===== src/rtl/v_alu_seq.sv =====
// -----------------------------------------------------------------------------
// v_alu_seq : operand sequencer / result collector for the vector ALU.
//
// Takes one vector instruction (two VECTOR_LENGTH-bit sources, opcode, vsew)
// over a valid/ready handshake. It feeds the ALU one VALU_OP_W_MAX-bit slice
// per cycle. Each slice result is captured after the opcode-dependent ALU
// latency, and the assembled destination vector is returned over a
// valid/ready handshake.
//
// Optional feature macro: VALU_SEQ_VL_EN
//   When it is defined, an in_vl port (active element count) is added.
//   Only the slices that cover the active elements are issued, and tail
//   elements are zeroed in out_vd.
//
// Ports:
//   clk, nrst                      clock (rising edge), async active-low reset
//   in_valid / in_ready            instruction handshake
//   in_op_instr, in_vsew           opcode and element-width code
//   in_vs_A, in_vs_B               source vectors
//   in_vl                          active element count (VALU_SEQ_VL_EN only)
//   out_valid / out_ready          result handshake
//   out_vd                         assembled result vector
//   alu_op_instr, alu_vsew         to the ALU control inputs
//   alu_op_A, alu_op_B             to the ALU operand inputs
//   alu_result                     from the ALU result output
//   busy                           high whenever the FSM is not idle
// -----------------------------------------------------------------------------
module v_alu_seq #(
  parameter int VECTOR_LENGTH = 128,
  parameter int VALU_OP_W_MAX = 32,
  parameter int ADDSUB_LAT    = 1
) (
  input  logic                          clk,
  input  logic                          nrst,
  input  logic                          in_valid,
  output logic                          in_ready,
  input  logic [3:0]                    in_op_instr,
  input  logic [1:0]                    in_vsew,
  input  logic [VECTOR_LENGTH-1:0]      in_vs_A,
  input  logic [VECTOR_LENGTH-1:0]      in_vs_B,
`ifdef VALU_SEQ_VL_EN
  input  logic [$clog2(VECTOR_LENGTH/8+1)-1:0] in_vl,
`endif
  output logic                          out_valid,
  input  logic                          out_ready,
  output logic [VECTOR_LENGTH-1:0]      out_vd,
  output logic [3:0]                    alu_op_instr,
  output logic [1:0]                    alu_vsew,
  output logic [VALU_OP_W_MAX-1:0]      alu_op_A,
  output logic [VALU_OP_W_MAX-1:0]      alu_op_B,
  input  logic [VALU_OP_W_MAX-1:0]      alu_result,
  output logic                          busy
);

  localparam int N_SLICE = VECTOR_LENGTH / VALU_OP_W_MAX;
  localparam int CNT_W   = $clog2(N_SLICE + 1);
  localparam int LAT_W   = (ADDSUB_LAT < 1) ? 1 : $clog2(ADDSUB_LAT + 1);
  localparam int SL_D    = (ADDSUB_LAT < 1) ? 1 : ADDSUB_LAT;

  // v_pkg opcode encodings used for latency selection
  localparam logic [3:0] VALU_VADD = 4'h0;
  localparam logic [3:0] VALU_VSUB = 4'h1;

  localparam logic [1:0] S_IDLE  = 2'd0;
  localparam logic [1:0] S_ISSUE = 2'd1;
  localparam logic [1:0] S_DRAIN = 2'd2;
  localparam logic [1:0] S_DONE  = 2'd3;

  logic [1:0]               state;
  logic [CNT_W-1:0]         cnt;
  logic [CNT_W-1:0]         last_idx;
  logic [LAT_W-1:0]         dcnt;
  logic [LAT_W-1:0]         lat_r;
  logic [LAT_W-1:0]         lat_in;
  logic [VECTOR_LENGTH-1:0] vs_a_r;
  logic [VECTOR_LENGTH-1:0] vs_b_r;

  // Capture shift line: one {valid, slice index} entry per ALU latency cycle.
  logic                     vld_p [SL_D];
  logic [CNT_W-1:0]         idx_p [SL_D];
  logic                     cap_vld;
  logic [CNT_W-1:0]         cap_idx;
  logic [VALU_OP_W_MAX-1:0] cap_data;

  function automatic logic [VALU_OP_W_MAX-1:0] slice_of(
    input logic [VECTOR_LENGTH-1:0] v,
    input int unsigned              k
  );
    return v[k*VALU_OP_W_MAX +: VALU_OP_W_MAX];
  endfunction

`ifdef VALU_SEQ_VL_EN
  logic [31:0]      act_r;   // number of active bits (vl * SEW)
  logic [31:0]      act_in;
  logic [31:0]      nsl_in;
  logic [CNT_W-1:0] n_issue_r;

  // Elements are packed from the LSB, so "element index >= vl" is the same
  // as "bit index >= vl*SEW". This masks one slice at that bit boundary.
  function automatic logic [VALU_OP_W_MAX-1:0] tail_mask(
    input int unsigned k,
    input logic [31:0] act_bits
  );
    logic [VALU_OP_W_MAX-1:0] m;
    for (int b = 0; b < VALU_OP_W_MAX; b++)
      m[b] = ((k * VALU_OP_W_MAX + 32'(b)) < act_bits);
    return m;
  endfunction

  always_comb begin
    act_in = 32'(in_vl) << (32'd3 + 32'(in_vsew));
    nsl_in = (act_in + 32'(VALU_OP_W_MAX) - 32'd1) / 32'(VALU_OP_W_MAX);
    if (nsl_in > 32'(N_SLICE))
      nsl_in = 32'(N_SLICE);
  end

  assign last_idx = n_issue_r - 1'b1;
`else
  assign last_idx = CNT_W'(N_SLICE - 1);
`endif

  assign lat_in   = ((in_op_instr == VALU_VADD) || (in_op_instr == VALU_VSUB))
                    ? LAT_W'(ADDSUB_LAT) : '0;
  assign in_ready = (state == S_IDLE);
  assign busy     = (state != S_IDLE);

  // Operand storage is pure data and carries no reset.
  always_ff @(posedge clk) begin
    if ((state == S_IDLE) && in_valid) begin
      vs_a_r <= in_vs_A;
      vs_b_r <= in_vs_B;
    end
  end

  // ---- control FSM and ALU issue stage ----
  always_ff @(posedge clk or negedge nrst) begin
    if (!nrst) begin
      state        <= S_IDLE;
      cnt          <= '0;
      dcnt         <= '0;
      lat_r        <= '0;
      out_valid    <= 1'b0;
      alu_op_instr <= '0;
      alu_vsew     <= '0;
      alu_op_A     <= '0;
      alu_op_B     <= '0;
`ifdef VALU_SEQ_VL_EN
      act_r        <= '0;
      n_issue_r    <= '0;
`endif
    end else begin
      case (state)
        S_IDLE: begin
          if (in_valid) begin
            lat_r <= lat_in;
            cnt   <= '0;
            dcnt  <= '0;
`ifdef VALU_SEQ_VL_EN
            act_r     <= act_in;
            n_issue_r <= CNT_W'(nsl_in);
            if (nsl_in == 32'd0) begin
              // Nothing active: result is all zero, skip the ALU entirely.
              state     <= S_DONE;
              out_valid <= 1'b1;
            end else begin
              state        <= S_ISSUE;
              alu_op_instr <= in_op_instr;
              alu_vsew     <= in_vsew;
              alu_op_A     <= slice_of(in_vs_A, 32'd0);
              alu_op_B     <= slice_of(in_vs_B, 32'd0);
            end
`else
            state        <= S_ISSUE;
            alu_op_instr <= in_op_instr;
            alu_vsew     <= in_vsew;
            alu_op_A     <= slice_of(in_vs_A, 32'd0);
            alu_op_B     <= slice_of(in_vs_B, 32'd0);
`endif
          end
        end
        S_ISSUE: begin
          if (cnt == last_idx) begin
            if (lat_r != '0) begin
              state <= S_DRAIN;
              dcnt  <= '0;
            end else begin
              state     <= S_DONE;
              out_valid <= 1'b1;
            end
          end else begin
            cnt      <= cnt + 1'b1;
            alu_op_A <= slice_of(vs_a_r, 32'(cnt) + 32'd1);
            alu_op_B <= slice_of(vs_b_r, 32'(cnt) + 32'd1);
          end
        end
        S_DRAIN: begin
          // ALU inputs stay on the last slice so its clock enable stays up.
          if (dcnt == LAT_W'(lat_r - 1'b1)) begin
            state     <= S_DONE;
            out_valid <= 1'b1;
          end else begin
            dcnt <= dcnt + 1'b1;
          end
        end
        default: begin
          if (out_ready) begin
            state     <= S_IDLE;
            out_valid <= 1'b0;
          end
        end
      endcase
    end
  end

  // Select the tracking entry that matches the latency of this instruction.
  always_comb begin
    cap_vld = 1'b0;
    cap_idx = '0;
    if (lat_r == '0) begin
      cap_vld = (state == S_ISSUE);
      cap_idx = cnt;
    end else begin
      for (int i = 0; i < SL_D; i++) begin
        if (32'(lat_r) == 32'(i + 1)) begin
          cap_vld = vld_p[i];
          cap_idx = idx_p[i];
        end
      end
    end
  end

`ifdef VALU_SEQ_VL_EN
  assign cap_data = alu_result & tail_mask(32'(cap_idx), act_r);
`else
  assign cap_data = alu_result;
`endif

  // ---- result capture stage ----
  always_ff @(posedge clk or negedge nrst) begin
    if (!nrst) begin
      out_vd <= '0;
      for (int i = 0; i < SL_D; i++) begin
        vld_p[i] <= 1'b0;
        idx_p[i] <= '0;
      end
    end else begin
      vld_p[0] <= (state == S_ISSUE);
      idx_p[0] <= cnt;
      for (int i = 1; i < SL_D; i++) begin
        vld_p[i] <= vld_p[i-1];
        idx_p[i] <= idx_p[i-1];
      end
`ifdef VALU_SEQ_VL_EN
      // Slices that are never issued must read back as zero.
      if ((state == S_IDLE) && in_valid)
        out_vd <= '0;
`endif
      if (cap_vld)
        out_vd[32'(cap_idx)*VALU_OP_W_MAX +: VALU_OP_W_MAX] <= cap_data;
    end
  end

endmodule

===== config.mk =====
export PLATFORM = sky130hd
export DESIGN_NAME = v_alu_seq
export DESIGN_NICKNAME = d
export VERILOG_FILES = /design/src/rtl/v_alu_seq.sv
export SDC_FILE = /design/constraint.sdc
export NUM_CORES = 1
export LEC_CHECK = 0
export BUFFER_PORTS_ARGS = -buffer_cell sky130_fd_sc_hd__buf_4
export CORE_ASPECT_RATIO = 0.6
export CORE_MARGIN = 4
export CORE_UTILIZATION = 52
export DETAILED_ROUTE_END_ITERATION = 7
export PLACE_DENSITY = 0.79
export SKIP_LAST_GASP = 1
export SLEW_MARGIN = 20
export SYNTH_ARGS = -nofsm -noshare
export SYNTH_HDL_FRONTEND = slang
export SYNTH_SLANG_ARGS = --single-unit

===== constraint.sdc =====
create_clock -name clk -period 7.51 [get_ports clk]
set_input_delay 1.1265 -clock clk [delete_from_list [all_inputs] [get_ports clk]]
set_output_delay 1.1265 -clock clk [all_outputs]
set_load 0.01 [all_outputs]

==> results by group, run 1 <==
Timing
  • Worst slew margin: 0.270
  • RSZ-0062 raised after global routing: false
  • Final Critical Period: 3.63 ns
  • Final WS setup: just under 4 ns
  • Slew Viols, Final: 0
  • # setup viols final: 0
  • Final worst path period share: 0.483
  • Worst-Margin Slew: about 1.1 ns
  • Hold Fails Final Rpt: 0
  • Maximum clock rate: around 280 MHz
  • Fin Setup TNS: 0 ns
  • Clk_skew: 0.0119 ns

Synth
  • Distinct cells, synth: 44
  • Compound-Gate Fraction of Synth Area: 0.104
  • Post-synthesis mux area share: 0.142
  • Yosys warns: 0
  • Synth Area in Simple Gates: 0.0239
  • Synth Instances: between 1000 and 1500
  • Post-synth EDFFs: 192
  • Avg Cell Area, Syn: between 10 and 15 um2
  • Syn Std Cell Area: 16400 um2
  • Adder-Cell Fraction of Synth Area: 0.00532
  • Dominant synthesized flop cell: dfrtp_1
  • Syn Nets: between 1000 and 1500
  • Register area share after synthesis: 0.670
  • Synth async-reset ratio: 0.522
  • Share of the synthesized area in the top cell type: 0.350
  • Largest cells by area after synthesis: edfxtp_1 35%, dfrtp_1 32%, mux2_2 6.6%
  • Area leader, netlist: edfxtp_1
  • Xor and xnor area share after synthesis: 0.00213
  • Largest family of logic cells by synthesized area: multiplexers
  • Most numerous cell in the Yosys netlist: dfrtp_1
  • Most frequent cells after synthesis: 210 x dfrtp_1, 192 x edfxtp_1, 129 x inv_1
  • Yosys reg bits: between 400 and 500

Floorplan
  • Die area: about 35000 um2
  • Die Y-Extent: 146 um
  • IO Pins: around 500
  • Initial Util: 0.528
  • CORE AREA: ~31000 um2
  • # rows: 50
  • Chip Width: about 240 um

Critical path
  • Worst R2R Start: cnt[0]
  • CP Max Fanout: between 70 and 80
  • Arr. time, crit path: between 4 and 5 ns
  • Buffer and inverter count on the worst path: 2
  • Slowest stage cell, crit path: a211oi_4
  • Critical path class: reg -> reg
  • Worst EP required: 7.92 ns
  • Critical path's largest stage delay: a little under 0.8 ns
  • Worst-case reg-to-reg path depth: 7
  • Crit end category: flip-flop
  • Critical-path cell list: buf_4, ha_1, ha_1, a211oi_4, buf_4, o221ai_1, o21a_1
  • Startpoint Class: flip-flop
  • Top Family by Delay on Critical Path: compound AO/OA/AOI/OAI gates
  • Reg2reg setup slack: about 3.9 ns
  • Terminus of the critical flop-to-flop path: alu_op_B[13]

Placement
  • GPL Wtd Cong: 0.876
  • Port bufs: 498
  • Post-DP HPWL: 33000 um
  • Pre-CTS setup slack: between 3 and 4 ns

Clock network
  • Post-CTS setup repair buffer count: 0
  • CTS clk-pin slew, worst paths: around 0.060 ns
  • CTS max path bufs: 3
  • Root Driver: clkbuf_16
  • CTS Buf Count: 37
  • TritonCTS clock tree: built
  • Hold_buf cts: 0
  • CTS H-tree depth: 2
  • Number of clock sinks: about 400
  • Post-cts resize count: 0
  • Worst skew pair latency: between 0.5 and 0.6 ns

Min path
  • Hold Path Stages: 1
  • Endpoint, Worst Hold: out_vd[74]
  • Hold Startpoint: out_vd[74]
  • Hold/Removal Path Class: reg -> reg

GRT
  • Tot GR Track Use: 0.266
  • Vias in the first global route: approximately 12000
  • Largest net degree at the start of global routing: 91
  • First-pass GRT wire length: 71800 um
  • GR Overflow Total: 0
  • Antenna violations before repair: 2

Power and ir drop
  • Pleak: 9.60 nW
  • P per Cell Area: 429 nW/um2
  • Worst vdd ir: 0.286 mV

Layout
  • P&R area growth vs syn: 31.8%
  • Area occupied by registers: about 11000 um2
  • Fraction of layout cells with a size suffix above 1: 0.436
  • Multi-input gate area: about 4600 um2
  • Layout net count: around 1900
  • Fillcell total: ~2200

Route
  • Post-DR wirelength/cell: around 23 um
  • Pre-antenna DRT Iters: 5
  • Initial DRC count: 704
  • Final WL: approximately 47000 um
  • Vias per cell: approximately 5.6
  • Remaining antenna violation count: 0
  • DRC violation count after routing: 0
  • DR vias: roughly 11000

Outcome
  • Status: finished, final reports clean

Flow run
  • Max-cap violations: 0
flip-flops by register name, indices dropped and copies added (netlist names):
name and cells:
out_vd 128, alu_op_A 32, vs_a_r 96, cnt 3
alu_vsew 2, alu_op_B 32, state 2, vld_p 1
dcnt 1, lat_r 1, out_valid 1, vs_b_r 96
alu_op_instr 4, idx_p 3
through the flow:
step / hold slack, ns / instance area [um2] / instances / total power, mW / util
after detailed placement: 0.478 / 20500 / 1977 / 7.50 / 0.658
after CTS: 0.492 / 21700 / 2043 / 9.35 / 0.696
after floorplan: 0.349 / 16400 / 1124 / 5.84 / -
after global routing: 0.506 / 21700 / 2045 / 9.80 / 0.696
after global placement: 0.469 / 20500 / 1977 / 7.33 / 0.658
final: 0.489 / 21700 / 2045 / 9.30 / 0.696
worst reg2reg max path, cell delays in order (launching register included):
cell,delay (ns)
dfrtp_4,0.49
buf_4,0.42
ha_1,0.42
ha_1,0.29
a211oi_4,0.78
buf_4,0.66
o221ai_1,0.31
o21a_1,0.16
cell families after synthesis:
| family | after synthesis |
|---|---|
| DFF | 402 |
| and+or+nand+nor | 84 |
| AOI/OAI and AO/OA | 220 |
| xor gates and xnor gates | 4 |
| muxes | 203 |
| buffers and inverters | 204 |
| adders and majority gates | 7 |
routing by layer:
layer | vias to the layer above | share of wire | GRT usage
met3 | 111 | 0.075 | 0.0716
met2 | 477 | 0.49 | 0.432
li1 | 5055 | - | -
met4 | 0 | 0.041 | 0.104
met5 | - | 0 | 0
met1 | 5738 | 0.40 | 0.345
cell type report:
| type | instances | share of cell area |
|---|---|---|
| flip-flops and latches | 402 | 0.508 |
| multi-input cells | 518 | 0.213 |
| repair buffers | 512 | 0.178 |
| clock buffers | 58 | 0.0515 |
| well taps | 416 | 0.0240 |
| inverters | 129 | 0.0226 |
| clock inverters | 8 | 0.00225 |
| diodes | 2 | 0.000231 |
how the worst max path moves through the flow:
stage              from            to  slack, ns  cells after the start
2_1_floorplan  in_valid   vs_a_r[100]       1.92                      2
5_1_grt          cnt[0]   alu_op_B[7]       3.67                      7
3_5_place_dp     cnt[0]  alu_op_B[18]       3.91                      7
6_report         cnt[0]  alu_op_B[13]       3.88                      7
4_1_cts          cnt[0]   alu_op_B[6]       3.90                      7
3_3_place_gp     cnt[0]   alu_op_B[6]       4.05                      7
layout by cell type, fill, tap and decap left out, types with 6 or more instances in the layout:
master and n:
a22oi_1 66, buf_4 510, clkbuf_1 12, clkbuf_16 39, clkbuf_8 7, dfrtp_1 209, edfxtp_1 192, ha_1 6
inv_1 127, mux2_1 15, mux2_2 97, mux2_4 30, mux2i_1 60, nand2_1 62, o21a_1 64, o21ai_0 8
o221ai_1 64
power by group:
| group | leakage, nW | internal [mW] | switching [mW] |
|---|---|---|---|
| sequential | 4.28 | 3.14 | 0.429 |
| clock | 0.569 | 1.03 | 0.805 |
| combinational | 4.74 | 1.82 | 2.07 |
| total | 9.60 | 5.99 | 3.31 |
Note: power is estimated with default switching activity, not from simulation.
==> run 2: changes to the inputs <==
- ABC_AREA: default -> 1
- PLACE_DENSITY: 0.79 -> 0.78
- clock period: 7.51 -> 3.6 ns (I/O delays scaled with it)
==> run 2 against run 1 <==
Die area up 4.0%; clock skew up 0.020 ns; clock power up 130%; routed wire length up 11%; count of clock-buffer cells in the layout unchanged; setup slack worse by 3.3 ns; synthesized cell count up 57%; first-iteration DRC count up 77%; critical path depth up 5; power up 120%; non-clock buffer count up 10; largest cell class unchanged.
==> results by group, run 2 <==
Timing
  • Final worst path period share: 0.840
  • Fin Setup TNS: 0 ns
  • Maximum clock rate: around 330 MHz
  • Final WS setup: 0.575 ns
  • Worst-Margin Slew: just over 0.9 ns
  • Final Critical Period: approximately 3.0 ns
  • Slew Viols, Final: 0
  • Worst slew margin: 0.388
  • Hold WS: between 0.02 and 0.025 ns
  • Hold Fails Final Rpt: 0
  • Clk_skew: 0.0318 ns
  • # setup viols final: 0
  • RSZ-0062 raised after global routing: false

Clock network
  • Post-CTS setup repair buffer count: 0
  • CTS max path bufs: 3
  • CTS H-tree depth: 2
  • Root Driver: clkbuf_16
  • CTS clk-pin slew, worst paths: around 0.060 ns
  • Number of clock sinks: ~400
  • Hold_buf cts: 0
  • Post-cts resize count: 0
  • Worst skew pair latency: between 0.5 and 0.6 ns
  • TritonCTS clock tree: built
  • CTS Buf Count: 39

Route
  • Vias per cell: 5.35
  • DR vias: about 14000
  • Pre-antenna DRT Iters: 7
  • Post-DR wirelength/cell: a little under 20 um
  • Final WL: 52400 um
  • Remaining antenna violation count: 0
  • Initial DRC count: about 1200
  • DRC violation count after routing: 0

Critical path
  • CP Max Fanout: 28
  • Slowest stage cell, crit path: dfrtp_2
  • CP dominant cell by count: nand2_1
  • Worst Setup SP: cnt[1]
  • Worst EP required: about 4.1 ns
  • Critical-path cell list: inv_2, nand2_1, nand2_1, ha_1, buf_4, inv_1, nand2_1, inv_2, nand2_1, buf_4, nand2_1, nand2_1
  • Startpoint Class: flip-flop
  • Crit end category: flip-flop
  • Critical path's largest stage delay: between 0.7 and 0.8 ns
  • Arr. time, crit path: around 3.5 ns
  • Critical path class: reg -> reg
  • Worst R2R Start: cnt[1]

Synth
  • Compound-Gate Fraction of Synth Area: 0.0877
  • Yosys warns: 0
  • Share of the synthesized area in the top cell type: 0.336
  • Xor and xnor area share after synthesis: 0
  • Distinct cells, synth: 34
  • Yosys reg bits: around 400
  • Avg Cell Area, Syn: approximately 9.7 um2
  • Largest family of logic cells by synthesized area: simple AND/OR/NAND/NOR gates
  • Register area share after synthesis: 0.643
  • Syn Std Cell Area: 17100 um2
  • Post-synthesis mux area share: 0
  • Synth async-reset ratio: 0.522
  • Largest cells by area after synthesis: edfxtp_1 34%, dfrtp_1 31%, nand2_1 8.8%
  • Area leader, netlist: edfxtp_1
  • Most numerous cell in the Yosys netlist: nand2_1
  • Post-synth EDFFs: between 150 and 200
  • Adder-Cell Fraction of Synth Area: 0.00511
  • Synth Area in Simple Gates: 0.194
  • Most frequent cells after synthesis: 401 x nand2_1, 228 x nor2_1, 210 x dfrtp_1
  • Synth Instances: between 1500 and 2000
  • Syn Nets: 2074
  • Dominant synthesized flop cell: dfrtp_1

Min path
  • Hold/Removal Path Class: in -> async

Floorplan
  • Die area: about 36000 um2
  • IO Pins: 499
  • # rows: 51
  • Die Y-Extent: ~150 um
  • Chip Width: 242 um
  • CORE AREA: 32500 um2
  • Initial Util: 0.528

Layout
  • Fillcell total: roughly 2400
  • Non-Filler Instances: approximately 2700
  • Max reg flops: about 130
  • Post-layout util: 0.693
  • Top reg by flops: out_vd
  • Multi-input gate area: 4940 um2
  • Commonest non-fill, non-tap cell in the layout: buf_4
  • Fraction of layout cells with a size suffix above 1: 0.268
  • Commonest cells after routing, fill and taps aside: 516 x buf_4, 400 x nand2_1, 228 x nor2_1
  • Largest registers: out_vd: 128 flops, vs_a_r: 96 flops, vs_b_r: 96 flops
  • Area occupied by registers: 11000 um2
  • P&R area growth vs syn: 31.3%
  • Layout net count: roughly 2500

GRT
  • Largest net degree at the start of global routing: roughly 100
  • Vias in the first global route: approximately 14000
  • GR Overflow Total: 0
  • Tot GR Track Use: 0.283
  • Antenna violations before repair: 4
  • First-pass GRT wire length: between 70000 and 80000 um

Outcome
  • Status: finished, final reports clean

Placement
  • Pre-CTS setup slack: approximately 0.58 ns
  • GPL Wtd Cong: ~0.9
  • Post-DP HPWL: roughly 37000 um
  • Port bufs: roughly 500
  • Dpl cells: ~2600

Flow run
  • Max-cap violations: 0

Power and ir drop
  • Pleak: ~11 nW
  • Worst vdd ir: ~0.74 mV
  • P per Cell Area: roughly 900 nW/um2
## run 2: report_power, final
| part | internal [mW] | leakage (nW) | switching (mW) |
|---|---|---|---|
| clock | 2.45 | 0.631 | 1.75 |
| sequential | 6.40 | 4.06 | 0.870 |
| combinational | 3.32 | 5.90 | 5.41 |
## run 2: cell families (layout without fill, tap and decap cells)
| family | Yosys count | count (layout) |
|---|---|---|
| adder cells (fa/ha/maj) | 7 | 7 |
| flip-flops | 402 | 402 |
| buffers and inverters | 287 | 776 |
| other | 0 | 4 |
| AO/OA/AOI/OAI | 267 | 267 |
| AND/OR/NAND/NOR | 806 | 806 |
## run 2: final timing paths
check                                    end  cells after the start  slack, ns
worst max-delay path              out_vd[31]                     12       0.57
worst min-delay path            alu_op_A[26]                      1       0.02
worst max register to register    out_vd[31]                     12       0.57
worst min register to register    out_vd[64]                      2       0.48
max in group asynchronous         out_vd[51]                      2       2.70
min in group clk                  vs_b_r[53]                      1       0.17
## run 2: worst max-delay path, delay by kind of cell (launching register included)
family | cells | cell delay (ns)
AND/OR/NAND/NOR | 6 | 0.98
flip-flops | 1 | 0.73
adder cells (fa/ha/maj) | 1 | 0.29
buffers and inverters | 5 | 0.95
## run 2: layout make-up
type / count / area share
sequential: 402 / 0.490
multi-input combinational: 1080 / 0.220
timing repair buffer: 522 / 0.177
clock buffer: 58 / 0.0512
inverter: 183 / 0.0311
tap: 424 / 0.0236
clock inverter: 13 / 0.00712
antenna: 4 / 0.000445
## run 2: routing by layer
metal | vias up | share of wire | global-route usage
met3 | 121 | 0.084 | 0.0573
met5 | - | 0 | 0
met2 | 697 | 0.47 | 0.453
met1 | 6883 | 0.41 | 0.388
met4 | 0 | 0.038 | 0.108
li1 | 6671 | - | -
## run 2: per-stage QoR
step	total power [mW]	area, um2
after global placement	15.7	21200
after detailed placement	16.0	21200
after CTS	20.2	22500
final	20.2	22500
after floorplan	12.4	17200
after global routing	21.5	22500
